<file path="src/rtl/uart_tx_arbiter.sv">
// ---------------------------------------------------------------------------
// uart_tx_arbiter
//
// Shares one UART transmit queue among NUM_REQ requesters. A grant covers a
// whole message, so bytes from different requesters never interleave.
// Requesters are served in round-robin order. A watchdog releases a granted
// requester that stops delivering bytes.
//
// Ports:
//   clk          system clock
//   rst_n        asynchronous active-low reset
//   req          per-requester request level, held for the whole message
//   vld          per-requester byte valid
//   eom          per-requester end-of-message flag, qualified by vld
//   wdata        packed bytes, requester i on bits [8i+7:8i]
//   gnt          one-hot registered grant
//   ack          per-requester byte accepted this cycle (combinational)
//   timeout_err  one-cycle pulse when the watchdog releases a grant
//   busy         high while a grant is held
//   trmt         write strobe to the UART transmit queue (combinational)
//   tx_data      byte to the UART transmit queue
//   queue_full   UART transmit queue full (backpressure)
// ---------------------------------------------------------------------------
module uart_tx_arbiter #(
    parameter int NUM_REQ = 4,
    parameter int TIMEOUT = 50000
) (
    input  logic                 clk,
    input  logic                 rst_n,
    input  logic [NUM_REQ-1:0]   req,
    input  logic [NUM_REQ-1:0]   vld,
    input  logic [NUM_REQ-1:0]   eom,
    input  logic [8*NUM_REQ-1:0] wdata,
    output logic [NUM_REQ-1:0]   gnt,
    output logic [NUM_REQ-1:0]   ack,
    output logic                 timeout_err,
    output logic                 busy,
    output logic                 trmt,
    output logic [7:0]           tx_data,
    input  logic                 queue_full
);

    localparam int          IDX_W   = (NUM_REQ > 1) ? $clog2(NUM_REQ) : 1;
    localparam logic [15:0] WD_LAST = 16'(TIMEOUT - 1);
    localparam logic [NUM_REQ-1:0] ONE_HOT_0 = {{(NUM_REQ-1){1'b0}}, 1'b1};

    typedef enum logic {IDLE, GRANT} state_t;

    state_t             state_reg;
    logic [NUM_REQ-1:0] gnt_reg;
    logic [IDX_W-1:0]   owner_reg;   // index of the granted requester
    logic [IDX_W-1:0]   last_reg;    // most recently released requester
    logic [15:0]        wd_cnt_reg;
    logic               timeout_err_reg;

    // Because gnt is one-hot, AND-OR reduction selects the granted lane's
    // controls and byte. Unused lanes are masked to zero, so tx_data is 0
    // (never X) while nothing is granted.
    logic [NUM_REQ-1:0][7:0] lane_masked;

    genvar gi;
    generate
        for (gi = 0; gi < NUM_REQ; gi++) begin : g_lane
            assign lane_masked[gi] = wdata[8*gi +: 8] & {8{gnt_reg[gi]}};
        end
    endgenerate

    always_comb begin
        tx_data = 8'h00;
        for (int i = 0; i < NUM_REQ; i++) begin
            tx_data = tx_data | lane_masked[i];
        end
    end

    logic sel_vld, sel_req, sel_eom, accept;

    assign sel_vld = |(gnt_reg & vld);
    assign sel_req = |(gnt_reg & req);
    assign sel_eom = |(gnt_reg & eom);

    // A requester that has dropped req is aborting: its byte is not taken
    // even if vld is still high.
    assign accept = sel_vld & sel_req & ~queue_full;

    assign trmt        = accept;
    assign ack         = gnt_reg & {NUM_REQ{accept}};
    assign gnt         = gnt_reg;
    assign busy        = (state_reg == GRANT);
    assign timeout_err = timeout_err_reg;

    // Round-robin search: first requester with req set, starting just after
    // the last released one and wrapping around.
    logic             winner_found;
    logic [IDX_W-1:0] winner_idx;

    always_comb begin
        int cand;
        winner_found = 1'b0;
        winner_idx   = '0;
        cand         = 0;
        for (int k = 1; k <= NUM_REQ; k++) begin
            cand = int'(last_reg) + k;
            if (cand >= NUM_REQ) begin
                cand = cand - NUM_REQ;
            end
            if (!winner_found && req[cand]) begin
                winner_found = 1'b1;
                winner_idx   = IDX_W'(cand);
            end
        end
    end

    always_ff @(posedge clk or negedge rst_n) begin
        if (!rst_n) begin
            state_reg       <= IDLE;
            gnt_reg         <= '0;
            owner_reg       <= '0;
            last_reg        <= IDX_W'(NUM_REQ - 1);
            wd_cnt_reg      <= '0;
            timeout_err_reg <= 1'b0;
        end else begin
            timeout_err_reg <= 1'b0;
            case (state_reg)
                IDLE: begin
                    wd_cnt_reg <= '0;
                    if (winner_found) begin
                        state_reg <= GRANT;
                        gnt_reg   <= ONE_HOT_0 << winner_idx;
                        owner_reg <= winner_idx;
                    end
                end
                GRANT: begin
                    if ((accept && sel_eom) || !sel_req) begin
                        // Message complete, or requester aborted.
                        state_reg  <= IDLE;
                        gnt_reg    <= '0;
                        last_reg   <= owner_reg;
                        wd_cnt_reg <= '0;
                    end else if (!accept && (wd_cnt_reg == WD_LAST)) begin
                        state_reg       <= IDLE;
                        gnt_reg         <= '0;
                        last_reg        <= owner_reg;
                        wd_cnt_reg      <= '0;
                        timeout_err_reg <= 1'b1;
                    end else if (accept) begin
                        wd_cnt_reg <= '0;
                    end else begin
                        // Idle and queue_full-stalled cycles both count.
                        wd_cnt_reg <= wd_cnt_reg + 16'd1;
                    end
                end
            endcase
        end
    end

endmodule

</file>
<file path="config.mk">
export PLATFORM = sky130hd
export DESIGN_NAME = uart_tx_arbiter
export DESIGN_NICKNAME = d
export VERILOG_FILES = /design/src/rtl/uart_tx_arbiter.sv
export SDC_FILE = /design/constraint.sdc
export NUM_CORES = 1
export LEC_CHECK = 0
export CAP_MARGIN = 20
export CELL_PAD_IN_SITES_DETAIL_PLACEMENT = 0
export CELL_PAD_IN_SITES_GLOBAL_PLACEMENT = 1
export CORE_ASPECT_RATIO = 0.75
export CORE_MARGIN = 5
export CORE_UTILIZATION = 33
export DETAILED_ROUTE_END_ITERATION = 12
export PLACE_DENSITY = 0.85
export REMOVE_ABC_BUFFERS = 1
export SKIP_LAST_GASP = 1
export SLEW_MARGIN = 20
export SYNTH_ARGS = -nofsm -noshare
export SYNTH_HDL_FRONTEND = slang
export SYNTH_SLANG_ARGS = --single-unit
</file>
<file path="constraint.sdc">
create_clock -name clk -period 3.05 [get_ports clk]
set_input_delay 0.61 -clock clk [delete_from_list [all_inputs] [get_ports clk]]
set_output_delay 0.61 -clock clk [all_outputs]
set_load 0.03 [all_outputs]
</file>
==> flow_metrics.env <==
export IMPL_first_global_vias=1318
export IMPL_yosysUniqueCellTypes=38
export IMPL_grt_overflow=0
export IMPL_drt_iter0_drc=76
export IMPL_cts_setup_buffers=0
export IMPL_drive_above_1_share_pct=9.09
export IMPL_largest_reg_flops=16
export IMPL_final_core_util_pct=52.4
export IMPL_hold_path_end="wd_cnt_reg[0]"
export IMPL_worst_path_stages=5
export IMPL_root_buffer="clkbuf_8"
export IMPL_rr_startpoint="gnt[0]"
export IMPL_ys_warn_count=0
export IMPL_holdCritStartpoint="wd_cnt_reg[0]"
export IMPL_crit_path_max_incr_delay_ns=0.66
export IMPL_grt_max_degree=27
export IMPL_critPathArrivalTime_ns=2.28
export IMPL_slew_violations=0
export IMPL_core_area_mm2=0.00447
export IMPL_critPathCaptureType="output port"
export IMPL_postRouteWirelength_um=4500
export IMPL_place_hpwl_um=3470
export IMPL_io_buffers=65
export IMPL_cp_required_ns=2.44
export IMPL_ys_ff_latch=26
export IMPL_ant_nets=0
export IMPL_vias=1422
export IMPL_antenna_cells=0
export IMPL_synth_area_leaders="dfrtp_1 (39%), a22oi_1 (9.9%), nor2_1 (5.7%)"
export IMPL_dr_pass1_iters=4
export IMPL_slew_headroom_pct=57.6
export IMPL_clk_pin_slew_ns=0.09
export IMPL_yosysTopAreaCell="dfrtp_1"
export IMPL_reg2reg_to="last_reg[0]"
export IMPL_crit_type="input port to output port"
export IMPL_cp_common_cell="clkdlybuf4s50_1"
export IMPL_drc=0
export IMPL_die_h_um=68.8
export IMPL_crit_family="buffers and inverters"
export IMPL_synth_seq_area_share_pct=42.9
export IMPL_power_density_mw_per_mm2=837
export IMPL_ir_worst_vdd_v=0.000379
export IMPL_place_inst=284
export IMPL_worst_pin_slew_ns=0.636
export IMPL_ctsHoldBuffers=0
export IMPL_finalSetupViolCount=0
export IMPL_cts_path_max_buffers=2
export IMPL_min_period_over_period_pct=94.9
export IMPL_netlist_area_leader_share_pct=39.4
export IMPL_status="complete, no violations"
export IMPL_num_rows=21
export IMPL_die_area_mm2=0.00609
export IMPL_path_max_fanout=6
export IMPL_tritoncts="built"
export IMPL_timing_fmax_mhz=345
export IMPL_avgRoutedWirePerCell_um=15.6
export IMPL_grt_pass1_wl_um=7220
export IMPL_start_kind="input port"
export IMPL_cts_repair_resize_count=0
export IMPL_cts_sinks=26
export IMPL_netlist_area_mm2=0.00152
export IMPL_fin_crit_ns=2.89
export IMPL_worstRegToRegCells=6
export IMPL_fillers=424
export IMPL_nets=280
export IMPL_cp_cell_sequence="clkdlybuf4s50_1 -> a22oi_1 -> a21oi_2 -> and3_1 -> clkdlybuf4s50_1"
export IMPL_cts_max_level=1
export IMPL_start_util_pct=34.1
export IMPL_cp_num_buf_inv=2
export IMPL_rsz0062_at_grt="false"
export IMPL_fin_tns_setup_ns=0
export IMPL_clock_latency_ns=0.28
export IMPL_pin_count=66
export IMPL_rrSetupSlack_ns=0.97
export IMPL_slowest_stage="clkdlybuf4s50_1"
export IMPL_synth_avg_cell_area_um2=9.40
export IMPL_stdcell_count=288
export IMPL_hold_violations=0
export IMPL_die_x_um=88.4
export IMPL_synthCells=162
export IMPL_avgViaCountPerCell=4.94
export IMPL_holdPathStages=1
export IMPL_fin_skew_ns=0.00469
export IMPL_gp_congestion=0.809
export IMPL_p_leak_nw=0.978
export IMPL_area_growth_pct=53.7
export IMPL_cts_buffers=3
export IMPL_hp_class="register to register"
export IMPL_antenna_found_initial=0
export IMPL_maxCapViolations=0
export IMPL_grt_util_all_layers_pct=15.4
==> metrics by stage <==
stage	hold slack (ns)	power, W	instance area (um^2)	setup WS [ns]
after floorplan	0.314	0.00117	1490	0.984
after global placement	0.449	0.00167	2270	0.109
after detailed placement	0.461	0.00167	2270	0.0664
after CTS	0.474	0.00197	2340	0.0653
after global routing	0.492	0.00207	2340	0.0460
final	0.477	0.00196	2340	0.155
==> worst register-to-register path, stage by stage, from the launching register on <==
cell	delay (ns)
dfrtp_1	0.55
a22oi_1	0.16
a21oi_2	0.25
buf_4	0.17
mux2_4	0.32
a21boi_4	0.25
mux2_4	0.32
==> cells in the mapped netlist <==
| cell type | instances |
|---|---|
| dfrtp_1 | 24 |
| nor2_1 | 23 |
| a22oi_1 | 20 |
| nand2_1 | 19 |
| and3_1 | 8 |
| xor2_1 | 8 |
| nand3_1 | 7 |
| xnor2_1 | 6 |
| clkbuf_1 | 5 |
| a21oi_1 | 3 |
| mux2_4 | 3 |
| nand4_1 | 3 |
| a221oi_1 | 2 |
| and4bb_1 | 2 |
| dfstp_2 | 2 |
| nor2b_1 | 2 |
| nor3_1 | 2 |
| o22ai_1 | 2 |
| o2bb2ai_1 | 2 |
| a21boi_4 | 1 |
| a21o_1 | 1 |
| a21oi_2 | 1 |
| a22o_1 | 1 |
| and2_1 | 1 |
| and3b_1 | 1 |
| and4_1 | 1 |
| buf_2 | 1 |
| buf_4 | 1 |
| ha_1 | 1 |
| inv_1 | 1 |
| mux2i_1 | 1 |
| nand2b_1 | 1 |
| nand3b_1 | 1 |
| nor3b_1 | 1 |
| nor4b_2 | 1 |
| o21a_1 | 1 |
| o21ai_0 | 1 |
| or2_2 | 1 |
==> worst max-delay path by stage <==
stage            from     end  slack (ns)
6_report       vld[1]  ack[3]        0.16
5_1_grt        vld[1]  ack[3]        0.05
4_1_cts        req[2]  ack[1]        0.07
3_5_place_dp   req[1]  ack[1]        0.07
3_3_place_gp   req[1]  ack[3]        0.11
2_1_floorplan  gnt[1]  ack[0]        0.98
==> routing by layer <==
layer	track usage, %	routed length (um)	vias to the layer above
met5	0	0	-
met4	2.83	15	0
met3	2.49	189	3
met2	23.8	2000	26
met1	22.9	2290	672
li1	-	-	721
==> cells by family (layout without fill, tap and decap cells) <==
logic type	count (synthesis)	after routing	share of synthesized area [%]
AO/OA/AOI/OAI	35	35	17.7
XOR/XNOR	14	14	8.05
adder cells (fa/ha/maj)	1	1	0.822
buffers and inverters	8	77	2.30
flip-flops	26	26	42.9
multiplexers	4	4	3.62
AND/OR/NAND/NOR	74	74	24.7
==> power breakdown <==
| group | internal (W) | total [W] | switching [W] | leakage, nW |
|---|---|---|---|---|
| logic | 0.000511 | 0.00115 | 0.000640 | 0.596 |
| clock network | 0.000176 | 0.000290 | 0.000114 | 0.0357 |
| registers | 0.000421 | 0.000517 | 0.0000958 | 0.346 |
| total | 0.00111 | 0.00196 | 0.000850 | 0.978 |
==> cells in the final DEF (no fill, tap or decap), drive strengths merged, types with 3 or more instances in the layout <==
cell type       n
nand2          19
a21oi           4
nor2           23
nand3           7
clkdlybuf4s50  65
clkbuf          3
buf             7
a22oi          20
nand4           3
and3            8
dfrtp          24
mux2            3
xor2            8
xnor2           6
==> final cells by class <==
class / count / area, um^2 / share of cell area [%]
Multi-Input combinational cell: 128 / 837 / 35.8
Timing Repair Buffer: 72 / 703 / 30.1
Sequential cell: 26 / 653 / 27.9
Tap cell: 57 / 71.3 / 3.05
Clock buffer: 3 / 41.3 / 1.76
Clock inverter: 1 / 30.0 / 1.28
Inverter: 1 / 3.75 / 0.160
(Power assumes the default switching activity.)
==> edit 1 (same settings) <==
Put one more register stage on the output `timeout_err`, with the module's reset. The value now appears one clock later. The other outputs are not delayed to match. Comments in the files are not updated.
--- a/src/rtl/uart_tx_arbiter.sv
+++ b/src/rtl/uart_tx_arbiter.sv
@@ -87,5 +87,11 @@
     assign gnt         = gnt_reg;
     assign busy        = (state_reg == GRANT);
-    assign timeout_err = timeout_err_reg;
+    always_ff @(posedge clk or negedge rst_n) begin
+        if (!rst_n) begin
+            timeout_err <= '0;
+        end else begin
+            timeout_err <= timeout_err_reg;
+        end
+    end
 
     // Round-robin search: first requester with req set, starting just after
Function: same outputs for any inputs over 10 cycles, from zero or initial values and one cycle with rst_n low; that may be too few to reach the edited logic, so the function may still have changed.
==> edit 1 against the original RTL <==
  * Sequential power rose by 2%
  * Total power fell by 7.5%
  * Sequential cell count rose by 1
  * Sequential share of layout area rose by 0.87 points
  * Area after synthesis rose by 2.3%
  * Routed wire length rose by 2.5%
  * Cell area rose by 0.70%
  * Synthesized cell count rose by 3.7%
  * Global-route usage fell by 0.12 points
  * Setup slack improved by 0.038 ns
  * Largest power group unchanged
  * Highest routed layer unchanged
==> edit 1: results (changes against the original RTL) <==
Outcome
Outcome: completed (unchanged).

Global routing
The via count of the first global-routing pass is 1387 (was 1318). The total routing usage reported by global routing is 15.31% (was 15.43%). The first-pass GRT wire length came to 7445 microns (was 7217 microns). The number of antenna violations at the first check in global routing is 0 (unchanged). The largest net degree at the start of global routing is 28 (was 27).

STA
The transition time of the tightest slew-check pin is 0.6016 ns (was 0.6358 ns). The number of endpoints with negative hold slack in the final report is 0 (unchanged). The worst clock skew is 0.002262 ns (was 0.004691 ns).

Detailed routing
The DRC marker count from the first detailed-route iteration is 71 (was 76). The detail-routed net length per standard cell is 15.58 microns (was 15.61 microns). The total via count in the routed design is 1473 (was 1422).

The number of detailed-routing iterations run before antenna repair came to 4 (unchanged).

Hold path
The worst min-delay path startpoint is timeout_err_reg$_DFF_PN0_ (was wd_cnt_reg[0]$_DFF_PN0_). The type of the tightest min-delay check is reg -> reg (unchanged).

Layout
The fraction of final layout cells with drive strength greater than 1 was 9.205% (was 9.091%). The number of flip-flops under the largest register name is 16 (unchanged). The final antenna diode count came to 0 (unchanged).

The fill cell total of the finished layout is 425 (was 424). The net count of the finished layout came to 288 (was 280).

Worst setup path
The cell family with the largest share of critical-path delay is buffers and inverters (unchanged). The origin of the critical flop-to-flop path is gnt[2]$_DFFE_PN0P_ (was gnt[0]$_DFFE_PN0P_). The slowest stage cell on the critical path is clkdlybuf4s50_1 (unchanged). The maximum cell stage delay along the critical path was 0.66 ns (about the same). The worst setup path startpoint was req[3] (was vld[1]). The data arrival time at the worst-slack endpoint is 2.25 ns (was 2.28 ns). The highest net fanout along the worst path is 5 (was 6).

Clocking
The register clock-pin slew on the reported worst setup and hold paths is 0.09 ns (about the same). The post-CTS setup-driven buffer insertion count was 0 (unchanged). The root buffer cell is clkbuf_8 (unchanged). The maximum clock insertion buffer count is 2 (unchanged). The number of buffers created by CTS is 3 (unchanged).

The number of H-tree levels is 1 (unchanged). The quantity of gates resized following cts is 0 (unchanged).

Pwr
The peak supply drop is 357.9 uV (was 379.1 uV). The leakage power total was 1.010 nW (was 0.9779 nW).

Synthesis
The sequential fraction of the synthesis area is 43.53% (was 42.89%). The count of distinct cell types in the synthesized netlist is 37 (was 38). Synth top cells by count: dfrtp_1, nor2_1, nand2_1 (was dfrtp_1, nor2_1, a22oi_1). The share of synthesized flip-flops with an asynchronous set or reset was 100.0% (unchanged). Leading cell types by total area after synthesis: dfrtp_1, a22oi_1, nor2_1, nand2_1, xor2_1 (unchanged).

The yosys synthesis warning count is 0 (unchanged). The main flop type after synthesis is dfrtp_1 (unchanged).

Placed design
The final RePlAce weighted congestion was 0.8022 (was 0.8090). The number of port buffers is 65 (unchanged). The post-DP HPWL came to 3735 microns (was 3472 microns).
edit 1: cell types whose count changed in the layout (fill, tap and decap cells not counted), sizes merged, moves of 2 or more:
cell | unedited run | this run
inv | 1 | 4
buf | 7 | 11
nor2 | 23 | 25
nand2 | 19 | 21
clkdlybuf4s50 | 65 | 63
edit 1: final cells by class:
cell class                 instances  share of cell area (%)
clock buffer                       4                   1.912
inverter                           4                  0.6373
multi-input combinational        130                   35.37
sequential                        27                   28.78
tap                               57                   3.027
timing repair buffer              74                   30.27
edit 1: worst reg2reg max path: cells and delay by family (launching register included):
family                 cells  cell delay [ns]
muxes                      2             0.65
DFF                        1             0.56
AOI/OAI and AO/OA          3             0.64
buffers and inverters      1             0.16
edit 1: metrics by stage:
stage	power, W	hold WS [ns]	cells	area [sq um]	setup WS (ns)
final	0.001811	0.3523	296	2356	0.1930
after global routing	0.001933	0.3671	296	2356	0.1111
after CTS	0.001828	0.3557	296	2356	0.1970
after detailed placement	0.001624	0.3347	292	2311	0.1948
after global placement	0.001623	0.3335	292	2311	0.2195
after floorplan	0.001135	0.3144	161	1526	0.9840
edit 1: routing by layer:
metal | routed length, microns | global-route usage, %
met5 | 0 | 0
met4 | 62 | 2.975
met1 | 2129 | 22.13
met3 | 215 | 3.325
met2 | 2204 | 23.39
edit 1: where the power goes:
part | internal [W] | switching (W)
clock | 0.0000936 | 0.000107
sequential | 0.000433 | 0.0000953
combinational | 0.000483 | 0.000599
edit 1: path summary, 6_finish.rpt:
| check | to | cells past startpoint | slack, ns |
|---|---|---|---|
| worst min-delay path | timeout_err$_DFF_PN0_ | 0 | 0.35 |
| worst min register to register | timeout_err$_DFF_PN0_ | 0 | 0.35 |
| max in group asynchronous | last_reg[0]$_DFFE_PN1P_ | 2 | 2.04 |
| worst max-delay path | ack[0] | 5 | 0.19 |
| min in group asynchronous | owner_reg[0]$_DFFE_PN0P_ | 2 | 0.72 |
| worst max register to register | last_reg[1]$_DFFE_PN1P_ | 6 | 0.98 |
edit 1: kinds of logic (layout without fill, tap and decap cells):
logic type	Yosys count	after routing	share of synthesized area (%)
adder cells (fa/ha/maj)	1	1	0.8031
flip-flops	27	27	43.53
AO/OA/AOI/OAI	35	35	17.27
XOR/XNOR	14	14	7.872
buffers and inverters	11	82	2.972
AND/OR/NAND/NOR	76	76	24.02
multiplexers	4	4	3.534
==> edit 2 (same settings) <==
Made on the original files. Set the parameter `NUM_REQ` to 8 (it was 4).
--- a/src/rtl/uart_tx_arbiter.sv
+++ b/src/rtl/uart_tx_arbiter.sv
@@ -23,5 +23,5 @@
 // ---------------------------------------------------------------------------
 module uart_tx_arbiter #(
-    parameter int NUM_REQ = 4,
+    parameter int NUM_REQ = 8,
     parameter int TIMEOUT = 50000
 ) (
Interface: changed (6 resized); port bits go from 66 to 118. No check against the original RTL was run, so the function may have changed too.
==> edit 2 against the original RTL <==
  * Total power rose by 140%
  * Cell area rose by 110%
  * Register-to-register slack got worse by 0.85 ns
  * Routed wire length rose by 140%
  * Sequential cell count increased by 6
  * Setup slack lost 0.037 ns
  * Area after synthesis up 97%
  * Sequential share of layout area is 11 points lower
  * Largest cell class unchanged
==> edit 2: results (changes against the original RTL) <==
Outcome
Outcome: completed (unchanged).

Synthesis
Leading cell types by total area after synthesis: dfrtp_1, a22oi_1, mux4_2, mux2i_1, mux2_2 (was dfrtp_1, a22oi_1, nor2_1, nand2_1, xor2_1). The most common cell in the netlist is a22oi_1 (was dfrtp_1). The sequential fraction of the synthesis area is 26.79% (was 42.89%).

Placed design
The number of cells in the design after placement was 580 (was 284). The final RePlAce weighted congestion is 0.9709 (was 0.8090). The post-placement setup slack is -0.2477 ns (was 0.06645 ns).

The number of port buffers was 117 (was 65).

Pwr
The net switching fraction of the power was 44.68% (was 43.41%). The peak supply drop is 463.3 uV (was 379.1 uV). The leakage power total was 2.000 nW (was 0.9779 nW).

Detailed routing
The detail-routed net length per standard cell was 18.53 microns (was 15.61 microns). The met1 routed wirelength after detailed routing is 4677 microns (was 2289 microns).

Layout
The non-filler instance count after layout is 590 (was 288).

Global routing
The met1 track demand over resource is 24.35% (was 22.94%). The met3 track demand over resource in global routing is 3.358% (was 2.494%). The global-route track usage on met2 is 32.49% (was 23.79%). The via count of the first global-routing pass is 3321 (was 1318). The first-pass GRT wire length is 17060 microns (was 7217 microns). The total routing usage reported by global routing is 18.78% (was 15.43%).

Worst setup path
The highest net fanout along the worst path is 14 (was 6). The maximum cell stage delay along the critical path was 0.57 ns (was 0.66 ns).

Clocking
The number of buffers created by CTS is 5 (was 3). The number of H-tree levels was 2 (was 1). The root buffer cell is clkbuf_16 (was clkbuf_8).

STA
The worst max-slew margin expressed relative to the limit was 58.57% (was 57.61%). The worst clock skew was 0.002880 ns (was 0.004691 ns).
-- edit 2: cell types whose count changed after synthesis, moves of 7 or more --
cell / delta
nand3_1: +7
a22oi_1: +25
inv_1: +7
clkbuf_1: +16
nand4_1: +8
mux2i_1: +10
mux4_2: +9
a21oi_1: +10
and2_1: +9
mux2_2: +9
o21ai_0: +7
-- edit 2: worst paths after layout --
path / startpoint / to / slack, ns / depth (start not counted)
setup reg to reg: last_reg[0]$_DFFE_PN1P_ / gnt[3]$_DFFE_PN0P_ / 0.12 / 8
setup / recovery: last_reg[0]$_DFFE_PN1P_ / gnt[3]$_DFFE_PN0P_ / 0.12 / 8
hold / removal: wd_cnt_reg[0]$_DFF_PN0_ / wd_cnt_reg[0]$_DFF_PN0_ / 0.49 / 1
min in group asynchronous: rst_n / wd_cnt_reg[2]$_DFF_PN0_ / 0.74 / 2
hold reg to reg: wd_cnt_reg[0]$_DFF_PN0_ / wd_cnt_reg[0]$_DFF_PN0_ / 0.49 / 1
max in group asynchronous: rst_n / last_reg[2]$_DFFE_PN1P_ / 1.99 / 2
-- edit 2: cell type report --
class | count | area (sq um) | share of cell area (%)
multi-input combinational | 262 | 2091 | 43.32
timing repair buffer | 167 | 1574 | 32.62
sequential | 32 | 804.5 | 16.67
clock buffer | 7 | 152.6 | 3.163
tap | 112 | 140.1 | 2.904
inverter | 9 | 33.78 | 0.7000
clock inverter | 1 | 30.03 | 0.6222
-- edit 2: kinds of logic (layout without fill, tap and decap cells) --
family,Yosys count,count (layout),synth area share [%]
simple gates,108,108,18.96
compound gates,103,103,27.29
buf+inv,36,184,5.375
mux,32,32,15.42
xor+xnor,16,16,4.917
fa+ha+maj,3,3,1.250
flops,32,32,26.79
